==> src/rtl/mips_pkg.sv <==
// Shared definitions for the instruction-fetch stage: NOP encoding, PC step
// and the fetch FSM state encoding.
package mips_pkg;

  localparam logic [31:0] NOP_INSTR = 32'h00000000;
  localparam int          PC_STEP   = 4;

  typedef enum logic [1:0] {
    IDLE = 2'd0,
    REQ  = 2'd1,
    WAIT = 2'd2,
    HOLD = 2'd3
  } fetch_state_e;

endpackage

==> src/rtl/fetch_unit.sv <==
// Instruction-fetch stage: owns the PC, keeps one imem read in flight and
// feeds the IF/ID register, absorbing memory latency, stalls and branch flushes.
//
// imem handshake: a request is accepted in any cycle where imem_req and
// imem_ready are both high; exactly one response (imem_rvalid) follows one or
// more cycles later, and no new request is raised until that response is seen.
module fetch_unit
  import mips_pkg::*;
#(
  parameter logic [31:0] RESET_PC = 32'h00000000,
  parameter int          ADDR_W   = 32,
  parameter int          DATA_W   = 32
) (
  input  logic              clk,
  input  logic              rst_n,
  input  logic              stall,
  input  logic              branch_taken,
  input  logic [ADDR_W-1:0] branch_target,
  output logic              imem_req,
  output logic [ADDR_W-1:0] imem_addr,
  input  logic              imem_ready,
  input  logic              imem_rvalid,
  input  logic [DATA_W-1:0] imem_rdata,
  output logic [DATA_W-1:0] instruction,
  output logic [ADDR_W-1:0] incremented_pc
);

  localparam logic [ADDR_W-1:0] STEP = ADDR_W'(PC_STEP);
  localparam logic [DATA_W-1:0] NOP  = DATA_W'(NOP_INSTR);

  fetch_state_e      state_q, state_d;
  logic [ADDR_W-1:0] pc_q, pc_d;
  logic [ADDR_W-1:0] fetch_addr_q, fetch_addr_d;
  logic              kill_q, kill_d;
  logic [DATA_W-1:0] hold_buf_q, hold_buf_d;
  logic [DATA_W-1:0] instr_q, instr_d;
  logic [ADDR_W-1:0] incr_pc_q, incr_pc_d;

  logic [ADDR_W-1:0] target;
  logic              unused_target_lsb;

  assign target            = {branch_target[ADDR_W-1:2], 2'b00};
  assign unused_target_lsb = ^branch_target[1:0];

  always_ff @(posedge clk) begin
    if (!rst_n) begin
      state_q      <= IDLE;
      pc_q         <= ADDR_W'(RESET_PC);
      fetch_addr_q <= ADDR_W'(RESET_PC);
      kill_q       <= 1'b0;
      hold_buf_q   <= '0;
      instr_q      <= NOP;
      incr_pc_q    <= ADDR_W'(RESET_PC);
    end else begin
      state_q      <= state_d;
      pc_q         <= pc_d;
      fetch_addr_q <= fetch_addr_d;
      kill_q       <= kill_d;
      hold_buf_q   <= hold_buf_d;
      instr_q      <= instr_d;
      incr_pc_q    <= incr_pc_d;
    end
  end

  always_comb begin
    state_d      = state_q;
    pc_d         = pc_q;
    fetch_addr_d = fetch_addr_q;
    kill_d       = kill_q;
    hold_buf_d   = hold_buf_q;
    instr_d      = stall ? instr_q : NOP;
    incr_pc_d    = incr_pc_q;

    case (state_q)
      IDLE: state_d = REQ;
      REQ: begin
        if (imem_ready) begin
          fetch_addr_d = pc_q;
          pc_d         = pc_q + STEP;
          kill_d       = branch_taken;
          state_d      = WAIT;
        end
      end
      WAIT: begin
        if (imem_rvalid) begin
          kill_d  = 1'b0;
          state_d = REQ;
          // A killed or just-redirected response is simply dropped here.
          if (!kill_q && !branch_taken) begin
            if (!stall) begin
              instr_d   = imem_rdata;
              incr_pc_d = fetch_addr_q + STEP;
            end else begin
              hold_buf_d = imem_rdata;
              state_d    = HOLD;
            end
          end
        end else if (branch_taken) begin
          kill_d = 1'b1;
        end
      end
      HOLD: begin
        if (branch_taken) begin
          state_d = REQ;
        end else if (!stall) begin
          instr_d   = hold_buf_q;
          incr_pc_d = fetch_addr_q + STEP;
          state_d   = REQ;
        end
      end
      default: state_d = IDLE;
    endcase

    // Redirect wins over stall and over any delivery this cycle.
    if (branch_taken) begin
      pc_d    = target;
      instr_d = NOP;
    end
  end

  assign imem_req       = (state_q == REQ);
  assign imem_addr      = pc_q;
  assign instruction    = instr_q;
  assign incremented_pc = incr_pc_q;

endmodule

==> config.mk <==
export PLATFORM = sky130hd
export DESIGN_NAME = fetch_unit
export DESIGN_NICKNAME = d
export VERILOG_FILES = /design/src/rtl/mips_pkg.sv /design/src/rtl/fetch_unit.sv
export SDC_FILE = /design/constraint.sdc
export NUM_CORES = 1
export LEC_CHECK = 0
export BUFFER_PORTS_ARGS = -buffer_cell sky130_fd_sc_hd__buf_2
export CORE_UTILIZATION = 49
export DETAILED_ROUTE_END_ITERATION = 10
export MAX_ROUTING_LAYER = met4
export PLACE_DENSITY = 0.76
export SYNTH_ARGS = -nofsm -noshare
export SYNTH_HDL_FRONTEND = slang
export SYNTH_SLANG_ARGS = --single-unit
==> constraint.sdc <==
create_clock -name clk -period 2 [get_ports clk]
set_input_delay 0.1 -clock clk [delete_from_list [all_inputs] [get_ports clk]]
set_output_delay 0.1 -clock clk [all_outputs]
set_load 0.1 [all_outputs]
======== Word level (Yosys, flattened, before mapping) ========
Cells that the tools add are included.
operators by class
  add/subtract/negate cells ............... 2
  equal/unequal tests ..................... 9
  multiplexer cells ....................... 25
  bitwise gates (word level) .............. 1
  reduce and logical (&&, ||, !) cells .... 15
operators by type and width
  cell                                                                   number
  32-bit two-way mux                                                     12
  32-bit case mux with 2 select lines                                    2
  32-bit by 3-bit adder with 32-bit output, second input constant        2
  2-bit two-way mux                                                      6
  2-bit case mux with 4 select lines                                     1
  4-bit AND reduction                                                    2
  2-bit nonzero test                                                     4
  2-bit != test, second input constant                                   3
  3-bit != test, second input constant                                   2
  3-bit AND reduction                                                    2
  2-bit equality test, second input constant                             2
  2-bit AND reduction                                                    2
  1-bit two-way mux                                                      3
  2-bit by 1-bit equality test with 1-bit output, second input constant  1
  1-bit logical NOT                                                      2
  2-bit logical NOT                                                      1
  2-bit by 1-bit != test with 1-bit output, second input constant        1
  1-bit case mux with 2 select lines                                     1
  2-bit OR reduction                                                     1
  1-bit logical AND                                                      1
  1-bit NOT                                                              1
word-level totals
  flip-flop bits (word level) ............. 163
  output and inout port bits .............. 97

======== Logic depth before layout (Yosys ltp) ========
Gate-level depths: netlist of run 1.
  depth in word-level cells ............... 5
  depth in mapped cells ................... 9

======== Worst setup path before layout of run 1 ========
OpenSTA, ideal clock, no wires.
  path type ............................... register -> register
  start ................................... register state_q[1]
  end ..................................... register pc_q[15] (netlist: imem_addr[15])
  arrival ................................. 2.834 ns
  required time ........................... 1.926 ns
  setup slack ............................. -0.909 ns
  stages on the path, launching flop included .. 10
  cell sequence ........................... dfxtp_1 inv_1 ha_1 clkbuf_1 nand3_1 or3_1 clkbuf_1 buf_2 or3_1 a31oi_1
on the way
  longest elaborated chain between the ends .. 3
ends and longest elaborated chain
  item                                            RTL line          RTL
  from (decl)                                     fetch_unit.sv:31  fetch_state_e state_q, state_d;
  from (signal assigned)                          fetch_unit.sv:55  state_q <= state_d;
  2-bit by 1-bit equality test with 1-bit output  n/a
  net imem_req                                    fetch_unit.sv:19  output logic imem_req,
  2-bit nonzero test (no line)                    n/a
  2-bit AND reduction (no line)                   n/a
  to (signal assigned)                            fetch_unit.sv:48  pc_q <= ADDR_W'(RESET_PC);
  to (signal assigned)                            fetch_unit.sv:56  pc_q <= pc_d;
  to (decl)                                       fetch_unit.sv:32  logic [ADDR_W-1:0] pc_q, pc_d;
The timed path passes the listed nets, and every way through them passes these cells.
A chain may end at the register's enable or synchronous reset.

======== Worst setup path after layout of run 1 ========
  start ................................... register state_q[1]
  end ..................................... register pc_q[23] (netlist: imem_addr[23])
on the way
  longest elaborated chain between the ends .. 3
ends and longest elaborated chain
  item                                            RTL line          RTL
  2-bit by 1-bit equality test with 1-bit output  fetch_unit.sv:74  case (state_q)
  2-bit nonzero test (no line)                    n/a
  2-bit AND reduction (no line)                   n/a
Every way passes these cells.

==> key figures, run 1 <==
Hold path
  – Worst min-delay path category: in2reg

Layout
  – Most common cell after layout, fill and taps aside: buf_2
  – Finished Core Util: 0.6838
  – Layout cells sized above 1: 0.2813
  – Antenna cells: 0
  – Commonest non-fill, non-tap cells in the layout: buf_2, nand2_1, dfxtp_1, a21oi_1, buf_4
  – Nets: 1205
  – Area Growth Syn to Fin: 36.27%
  – Filler cells: 1175

Clocking
  – Clk_lat worst skew: 0.43 ns
  – Clock slew at reported path FFs: 0.07 ns
  – CTS max path bufs: 2
  – CTS tree: done
  – H-tree depth: 4
  – Root Buffer: clkbuf_16
  – TritonCTS Sinks: 157
  – Number of CTS-inserted buffers: 17

Critical path
  – CP Class: reg2reg
  – Crit start category: flip-flop
  – CP peak stage delay: 0.50 ns
  – Highest-delay cell along the critical path: or4_1
  – Critical Path RT: 2.34 ns
  – FF-to-FF setup slack: 0.03 ns
  – Max FO, Critical Path: 6
  – CP Cell Sequence: buf_4 -> inv_2 -> ha_4 -> nand3_4 -> or3_4 -> or4_1 -> a31oi_1
  – Crit. End Element: flip-flop
  – Arr. time, crit path: 2.31 ns

Timing
  – Tcrit/Tclk final: 0.9844
  – Final slew viol count: 0
  – Layout Skew: 0.007660 ns
  – Final WS setup: 0.03114 ns
  – Least-Margin Pin Slew: 0.6542 ns
  – Fmax: 507.9 MHz
  – Setup TNS Final: 0 ns
  – Final Hold Fails: 0
  – Final min period: 1.969 ns
  – Slew Limit Headroom: 0.5628
  – Final setup vio count: 0

Power and ir drop
  – Leakage: 3.776 nW
  – Sw frac: 0.3144
  – NetSw: 2.480 mW
  – Clock share of power: 0.398
  – Gate power share: 0.176
  – Pwr per Cell Area: 796.6 mW/mm^2
  – Reg power frac: 0.426
  – Worst ir drop on vdd: 0.5885 mV
  – Internal Pwr Total: 5.407 mW

Synthesis
  – Area fraction in compound gates after synthesis: 0.2037
  – Simple-gate area share of the yosys netlist: 0.2711
  – Post-synth ARST share: 0
  – Sequential-to-total area share from yosys stat: 0.4326
  – Yosys warnings: 0
  – Largest family of logic cells by synthesized area: simple AND/OR/NAND/NOR gates
  – Synth Instances: 902
  – Post-Synth XOR/XNOR Area: 0.02652
  – Post-synthesis cell area: 0.007266 mm^2
  – Post-synth EDFFs: 0
  – FF+latch count, synth: 157
  – Adder-Cell Fraction of Synth Area: 0.01033
  – Post-synth cell types: 50
  – Mux cell area share after synthesis: 0.004305
  – Primary FF master, synth: dfxtp_1
  – Syn avg cell area: 8.055 um^2

Drt
  – Vias: 7588
  – Initial drt markers: 522
  – Routed WL: 21090 um
  – DRC Markers: 0
  – Detailed-router iteration count before antenna repair: 5
  – Routed wire per std cell: 15.91 um
  – Final ANT Viol Nets: 0
  – Vias per cell: 5.727

Place
  – Pre-CTS WS: -0.1198 ns
  – DP HPWL: 13910 um
  – PortBufs: 160
  – RD Place Congestion: 0.9227

Global route
  – First-pass GRT wire length: 33130 um
  – Number of global-route vias before repair: 6789
  – Grt ovf: 0
  – Initial antenna violation count: 0
  – Largest net degree at the start of global routing: 62
  – GRT Overall Usage: 0.2835

Die
  – Core Rows: 44
  – Die ar.: 0.01532 mm^2
  – Starting Density: 0.5018
  – Overall die height: 123.8 um
  – Num ports: 167
  – Width of the die: 123.8 um
  – Total core area: 0.01448 mm^2

Outcome
  – Status: finished clean

Flow run
  – Max-cap viol count: 0
power by group through the flow:
stage	clock (mW)	sequential, mW	combinational [mW]
finish	3.14	3.36	1.39
global route	3.33	3.37	1.47
detailed placement	0	3.42	1.28
floorplan	0	3.90	0.477
CTS	3.17	3.35	1.37
global placement	0	3.42	1.27
metrics by stage:
stage / instance area, um^2 / power [mW] / hold WS, ns / std cells
after CTS: 9834 / 7.897 / 0.001048 / 1323
after floorplan: 7438 / 4.382 / 0.2360 / 905
after global placement: 8650 / 4.685 / 0.3486 / 1233
final: 9901 / 7.887 / 0.05410 / 1325
after global routing: 9901 / 8.176 / 0.04322 / 1325
after detailed placement: 8650 / 4.699 / 0.3605 / 1233
logic make-up (layout without fill, tap and decap cells):
logic type                 Yosys count  in the layout
DFF                                157            157
AOI/OAI and AO/OA                  231            231
adders and majority gates            6              6
other                                1              4
buffers and inverters               94            329
muxes                                3              3
xor gates and xnor gates            22             22
and+or+nand+nor                    388            389
timing repair:
item,4_1_cts,5_1_grt
endpoints found under the hold margin,78,0
endpoints found under the setup margin,18,19
pin swaps,1,5
cloned,0,1
setup buffers,1,1
gates resized for setup,3,17
hold buffers,58,0
cell usage after synthesis (3+ instances only):
cell       instances  area, um^2
o311ai_0           3       26.28
nand4_1           23       143.9
nor4_1             6       37.54
nor3_1            40       200.2
inv_1             11       41.29
nand2_1          152       570.6
nand3_1           33       165.2
nor2_1            27       101.4
xnor2_1           11       96.34
and2_1             4       25.02
clkbuf_1          70       262.8
a21oi_1           76       380.4
or4_1             22       165.2
a311oi_1           7       61.31
a31oi_1           22       137.6
and4_1             8       70.07
ha_1               6       75.07
a211oi_1          17       127.6
buf_4              4       30.03
dfxtp_1          157        3143
xor2_1            11       96.34
and3_1             7       43.79
o31ai_1           19       142.6
buf_1              7       26.28
or3_1             15       93.84
o21ai_0           43       215.2
nor2b_1           32       200.2
a221oi_1          32       280.3
nand2b_1           7       43.79
a2111oi_0          3       26.28
sequential cells by signal (all words and copies together) (netlist names):
signal          count
fetch_addr_q       30
instruction        32
state_q             2
kill_q              1
hold_buf_q         32
imem_addr          30
incremented_pc     30
worst max-delay path: cells and delay by family, from the launching register on:
kind | cells | cell delay (ns)
compound gates | 1 | 0.19
fa+ha+maj | 1 | 0.16
buf+inv | 2 | 0.20
flops | 1 | 0.32
simple gates | 3 | 1.01
metal layers:
| layer | up-vias | GRT usage | wire, um |
|---|---|---|---|
| li1 | 3750 | - | - |
| met1 | 3501 | 0.3716 | 9369 |
| met2 | 313 | 0.4344 | 9884 |
| met3 | 24 | 0.06731 | 1534 |
| met4 | 0 | 0.07982 | 297 |
| met5 | - | - | 0 |
path summary, 6_finish.rpt:
path / from / to / cells after the start
max: state_q[1] / imem_addr[23] / 7
min: branch_target[23] / imem_addr[23] / 3
max reg2reg: state_q[1] / imem_addr[23] / 7
min reg2reg: hold_buf_q[17] / hold_buf_q[17] / 2
layout make-up:
type                    instances  area, um^2  area share
repair buffers                287        1973      0.1993
clock buffers                  18       439.2     0.04436
clock inverters                13       132.6     0.01340
multi-input cells             655        3861      0.3900
flip-flops and latches        157        3223      0.3255
inverters                      11       41.29    0.004170
well taps                     184       230.2     0.02325
Power figures use the tool's default switching activity.
==> run 2, diff against run 1 <==
Settings changed: SETUP_SLACK_MARGIN set to 0.3.
==> key figures, run 2 (synthesis gave the netlist of run 1 again) <==
Outcome
  – Status: finished clean

Critical path
  – CP peak stage delay: 0.37 ns (-0.13 ns)
  – Worst path most repeated cell: buf_6
  – Crit. End Element: flip-flop
  – Arr. time, crit path: 2.29 ns (-0.02 ns)
  – Highest-delay cell along the critical path: dfxtp_4
  – FF-to-FF Start: state_q[0]
  – Number of buffers and inverters on the critical path: 5 (+3)
  – Setup crit end: incremented_pc[17]
  – CP Cell Sequence: inv_4 -> ha_4 -> nand3b_1 -> buf_6 -> a211oi_4 -> buf_6 -> buf_6 -> buf_16 -> o21ai_0 -> a31oi_1
  – Critical Path RT: 2.36 ns (+0.02 ns)
  – CP Class: reg2reg
  – Crit-path leading delay family: buffers and inverters
  – FF-to-FF setup slack: 0.07 ns (+0.03 ns)
  – Critical path origin: state_q[0]
  – R2r endpoint: incremented_pc[17]
  – CP Depth: 10 (+3)
  – Max FO, Critical Path: 13 (+7)
  – Crit start category: flip-flop
  – Worst Reg-to-Reg Cells: 10 (+3)

Global route
  – First-pass GRT wire length: 36810 um (+11%)
  – Initial antenna violation count: 0 (unchanged)
  – Number of global-route vias before repair: 7773 (+14%)
  – GRT Overall Usage: 0.3190 (+0.03551)
  – Largest net degree at the start of global routing: 86 (+39%)
  – Grt ovf: 0 (unchanged)

Layout
  – Most common cell after layout, fill and taps aside: buf_2
  – Finished Core Util: 0.7611 (+0.07725)
  – Nets: 1247 (+3.5%)
  – Commonest non-fill, non-tap cells in the layout: buf_2, nand2_1, dfxtp_1, buf_4, a21oi_1
  – Area of the multi-input gates: 0.004383 mm^2 (+14%)
  – Filler cells: 974 (-17%)
  – Layout cells sized above 1: 0.3632 (+0.08184)
  – Sequential cell area: 0.003263 mm^2 (+1.2%)
  – Cell area after layout: 0.01102 mm^2 (+11%)
  – Area Growth Syn to Fin: 51.66%

Timing
  – Final setup vio count: 0 (unchanged)
  – Slew Limit Headroom: 0.4490 (-0.1139)
  – Tcrit/Tclk final: 0.9674 (-0.01706)
  – Least-Margin Pin Slew: 0.8265 ns (+0.1723 ns)
  – Final hold slack: 0.04168 ns (-0.01242 ns)
  – RSZ-0062 raised after global routing: yes
  – Fmax: 516.9 MHz (+1.8%)
  – Final slew viol count: 0 (unchanged)
  – Final Hold Fails: 0 (unchanged)
  – Layout Skew: 0.008042 ns (+0.0003827 ns)
  – Final min period: 1.935 ns (-0.03413 ns)

Power and ir drop
  – Pwr per Cell Area: 750.0 mW/mm^2 (-5.9%)
  – Tot Pwr: 8.264 mW (+4.8%)
  – Leakage: 4.255 nW (+13%)
  – Worst ir drop on vdd: 0.6794 mV (+15%)

Clocking
  – H-tree depth: 4 (unchanged)
  – CTS max path bufs: 2 (unchanged)
  – TritonCTS Sinks: 157 (unchanged)
  – CTS tree: done
  – Number of CTS-inserted buffers: 17 (unchanged)
  – Root Buffer: clkbuf_16
  – Clock slew at reported path FFs: 0.07 ns (about the same)
  – Clk_lat worst skew: 0.44 ns (about the same)

Die
  – Width of the die: 123.8 um (unchanged)
  – Starting Density: 0.5018 (unchanged)
  – Overall die height: 123.8 um (unchanged)
  – Core Rows: 44 (unchanged)
  – Die ar.: 0.01532 mm^2 (unchanged)
  – Total core area: 0.01448 mm^2 (unchanged)
  – Num ports: 167 (unchanged)

Place
  – Post-DP Area: 0.008491 mm^2 (-1.8%)
  – DP HPWL: 13360 um (-4.0%)
  – PortBufs: 160 (unchanged)
  – RD Place Congestion: 0.9066 (-1.7%)

Drt
  – DRC Markers: 0 (unchanged)
  – Final ANT Viol Nets: 0 (unchanged)
  – Detailed-router iteration count before antenna repair: 5 (unchanged)
  – Routed WL: 26240 um (+24%)
  – Routed wire per std cell: 19.17 um (+20%)
  – Initial drt markers: 828 (+59%)
  – Vias per cell: 6.106 (+6.6%)
  – Vias: 8359 (+10%)

Flow run
  – Max-cap viol count: 0 (unchanged)

Hold path
  – Worst min-delay path category: in2reg
==> run 2: timing repair <==
item,4_1_cts,5_1_grt
setup buffers,49,12
setup endpoints to repair,112,118
endpoints found under the hold margin,86,0
cloned,6,5
hold buffers,58,0
pin swaps,25,27
gates resized for setup,58,74
==> run 2: how the worst min path moves through the flow <==
stage                      startpoint       endpoint  slack, ns  cells past startpoint
floorplan               imem_rdata[0]  hold_buf_q[0]       0.24                      2
global placement     branch_target[4]   imem_addr[4]       0.33                      3
detailed placement   branch_target[4]   imem_addr[4]       0.34                      3
CTS                 branch_target[28]  imem_addr[28]       0.01                      3
global route        branch_target[28]  imem_addr[28]       0.05                      3
finish              branch_target[28]  imem_addr[28]       0.04                      3
==> run 2: worst register-to-register path: stages (launching register included) <==
cell and delay (ns):
dfxtp_4 0.37, inv_4 0.07, ha_4 0.14, nand3b_1 0.21, buf_6 0.20, a211oi_4 0.20, buf_6 0.17, buf_6 0.12
buf_16 0.13, o21ai_0 0.08, a31oi_1 0.16
==> run 2: per-stage QoR <==
| stage | cells | worst slack (ns) | setup TNS, ns |
|---|---|---|---|
| floorplan | 905 | -0.1678 | -1.603 |
| global placement | 1206 | 0.09637 | 0 |
| detailed placement | 1206 | 0.02445 | 0 |
| CTS | 1351 | 0.1663 | 0 |
| global route | 1368 | -0.0001534 | -0.0001534 |
| finish | 1369 | 0.06526 | 0 |
==> run 2: layout make-up <==
type | count | share of cell area
Clock buffer | 17 | 0.03861
Sequential cell | 157 | 0.2961
Antenna cell | 1 | 0.0002271
Timing Repair Buffer | 328 | 0.2258
Clock inverter | 15 | 0.01635
Tap cell | 184 | 0.02089
Inverter | 11 | 0.004201
Multi-Input combinational cell | 656 | 0.3978
==> run 2: power breakdown <==
group | leakage (nW) | switching (mW) | internal [mW]
Clock | 0.286 | 1.46 | 1.88
Combinational | 2.67 | 1.09 | 0.477
Sequential | 1.30 | 0.130 | 3.22
==> run 2: layer usage <==
metal / share of wire / GRT usage / up-vias
met5: 0 / - / -
met4: 0.043 / 0.1551 / 0
met3: 0.071 / 0.07418 / 110
met2: 0.51 / 0.5507 / 412
met1: 0.38 / 0.3435 / 3997
li1: - / - / 3840
==> run 3, diff against run 2 <==
Settings changed: CORE_UTILIZATION 49 to 51, CTS_BUF_LIST set to sky130_fd_sc_hd__clkbuf_4 sky130_fd_sc_hd__clkbuf_8, PLACE_DENSITY 0.76 to 0.79.
==> key figures, run 3 (synthesis gave the netlist of run 1 again) <==
Global route
  – Largest net degree at the start of global routing: 65 (-24%)
  – Number of global-route vias before repair: 7653 (-1.5%)
  – Grt ovf: 0 (unchanged)
  – First-pass GRT wire length: 37830 um (+2.8%)
  – GRT Overall Usage: 0.3372 (+0.01821)
  – Initial antenna violation count: 1 (+1)

Timing
  – Slew Limit Headroom: 0.5740 (+0.1250)
  – Final hold slack: 0.04397 ns (+0.002287 ns)
  – Final setup vio count: 0 (unchanged)
  – Layout Skew: 0.01589 ns (+0.007844 ns)
  – Fmax: 509.7 MHz (-1.4%)
  – RSZ-0062 raised after global routing: yes
  – Final WS setup: 0.03819 ns (-0.02708 ns)
  – Least-Margin Pin Slew: 0.6390 ns (-0.1875 ns)
  – Tcrit/Tclk final: 0.9809 (+0.01354)
  – Final min period: 1.962 ns (+0.02708 ns)
  – Final Hold Fails: 0 (unchanged)
  – Final slew viol count: 0 (unchanged)

Critical path
  – CP Class: reg2reg
  – CP Cell Sequence: inv_4 -> ha_4 -> buf_6 -> and3_4 -> nand3_4 -> buf_6 -> or4_4 -> a31oi_1
  – CP peak stage delay: 0.51 ns (+0.14 ns)
  – Crit. End Element: flip-flop
  – Max FO, Critical Path: 5 (-8)
  – Arr. time, crit path: 2.36 ns (+0.07 ns)
  – Crit start category: flip-flop
  – Worst path most repeated cell: buf_6
  – Critical Path RT: 2.40 ns (+0.04 ns)
  – Highest-delay cell along the critical path: or4_4

Flow run
  – Max-cap viol count: 0 (unchanged)

Power and ir drop
  – Worst ir drop on vdd: 0.5890 mV (-13%)
  – Sw frac: 0.3362 (+0.01166)
  – Tot Pwr: 7.455 mW (-9.8%)
  – Gate power share: 0.207 (+0.017)
  – Clock share of power: 0.343 (-0.061)
  – Pwr per Cell Area: 694.2 mW/mm^2 (-7.4%)
  – Reg power frac: 0.451 (+0.045)
  – Internal Pwr Total: 4.948 mW (-11%)
  – Leakage: 4.128 nW (-3.0%)
  – NetSw: 2.507 mW (-6.6%)

Die
  – Core Rows: 43 (-2.3%)
  – Die ar.: 0.01473 mm^2 (-3.9%)
  – Total core area: 0.01388 mm^2 (-4.1%)
  – Width of the die: 121.4 um (-1.9%)
  – Starting Density: 0.5234 (+0.02162)
  – Num ports: 167 (unchanged)
  – Overall die height: 121.4 um (-1.9%)

Drt
  – Vias: 8464 (+1.3%)
  – Vias per cell: 6.219 (+1.9%)
  – Routed wire per std cell: 19.90 um (+3.8%)
  – Initial drt markers: 963 (+16%)
  – Routed WL: 27090 um (+3.2%)
  – DRC Markers: 0 (unchanged)
  – Detailed-router iteration count before antenna repair: 6 (+1)
  – Final ANT Viol Nets: 0 (unchanged)

Place
  – Placed cell count: 1201 (-0.41%)
  – DP HPWL: 13120 um (-1.8%)
  – Post-DP Area: 0.008503 mm^2 (+0.15%)
  – PortBufs: 160 (unchanged)
  – Pre-CTS WS: -0.04396 ns (-0.06841 ns)
  – RD Place Congestion: 0.9244 (+2.0%)

Layout
  – Nets: 1243 (-0.32%)
  – Cell area after layout: 0.01074 mm^2 (-2.5%)
  – Commonest non-fill, non-tap cells in the layout: buf_2, nand2_1, dfxtp_1, buf_4, a21oi_1
  – Area Growth Syn to Fin: 47.80%
  – Filler cells: 893 (-8.3%)
  – Layout cells sized above 1: 0.3593 (-0.003854)
  – Most common cell after layout, fill and taps aside: buf_2
  – Final Instance Count excl. Fillers: 1361 (-0.58%)

Clocking
  – H-tree depth: 4 (unchanged)
  – CTS tree: done
  – Clock slew at reported path FFs: 0.09 ns (+0.02 ns)
  – Root Buffer: clkbuf_8
  – TritonCTS Sinks: 157 (unchanged)
  – Clk_lat worst skew: 0.48 ns (+0.04 ns)
  – Number of CTS-inserted buffers: 17 (unchanged)
  – CTS max path bufs: 2 (unchanged)

Hold path
  – Worst min-delay path category: in2reg

Outcome
  – Status: finished clean
## run 3: changes by cell type in the layout (fill, tap and decap cells not counted), sizes merged
cell / previous run / this run
clkinv: 4 / 7
bufbuf: 0 / 1
clkinvlp: 3 / 0
inv: 17 / 13
clkbuf: 21 / 23
buf: 266 / 263
or3: 16 / 15
dlygate4sd3: 58 / 59
## run 3: layout make-up
type / instances / area (um^2) / share of cell area
multi-input combinational: 655 / 4239 / 0.3947
sequential: 157 / 3263 / 0.3039
timing repair buffer: 325 / 2544 / 0.2369
clock buffer: 21 / 289.0 / 0.02691
tap: 180 / 225.2 / 0.02097
clock inverter: 11 / 132.6 / 0.01235
inverter: 11 / 43.79 / 0.004078
antenna: 1 / 2.502 / 0.0002330
## run 3: metrics by stage
step,TNS [ns],utilization
after floorplan,-1.603,-
after global placement,0,0.6126
after detailed placement,-0.04396,0.6126
after CTS,0,0.7334
after global routing,0,0.7737
final,0,0.7737
## run 3: critical path: cells and delay by family, from the launching register on
kind,cells,cell delay [ns]
and+or+nand+nor,3,0.85
DFF,1,0.37
buffers and inverters,3,0.33
adders and majority gates,1,0.18
AOI/OAI and AO/OA,1,0.15
## run 3: routing by layer
layer,vias to the layer above,part of all wire,track usage
met5,-,0,-
met3,111,0.075,0.06720
met2,492,0.51,0.5763
li1,3822,-,-
met4,0,0.044,0.1420
met1,4039,0.37,0.3828
## run 3: worst paths after layout
| path | startpoint | to | slack [ns] | depth (start not counted) |
|---|---|---|---|---|
| min reg2reg | hold_buf_q[23] | hold_buf_q[23] | 0.46 | 2 |
| max reg2reg | state_q[1] | imem_addr[24] | 0.04 | 8 |
| max | state_q[1] | imem_addr[24] | 0.04 | 8 |
| min | branch_target[30] | imem_addr[30] | 0.04 | 4 |
## run 3: power groups by stage
stage | clock network [mW] | logic, mW | registers [mW]
6_report | 2.55 | 1.54 | 3.36
3_5_place_dp | 0 | 1.23 | 3.43
2_1_floorplan | 0 | 0.489 | 3.90
5_1_grt | 2.70 | 1.61 | 3.37
4_1_cts | 2.52 | 1.39 | 3.36
3_3_place_gp | 0 | 1.22 | 3.43
## run 3: what timing repair did
item	4_1_cts	5_1_grt
hold endpoints to repair	90	0
gates cloned	8	3
hold buffers	59	0
buffers inserted	35	22
endpoints found under the setup margin	112	149
gates resized for setup	56	72
pin swaps	27	43
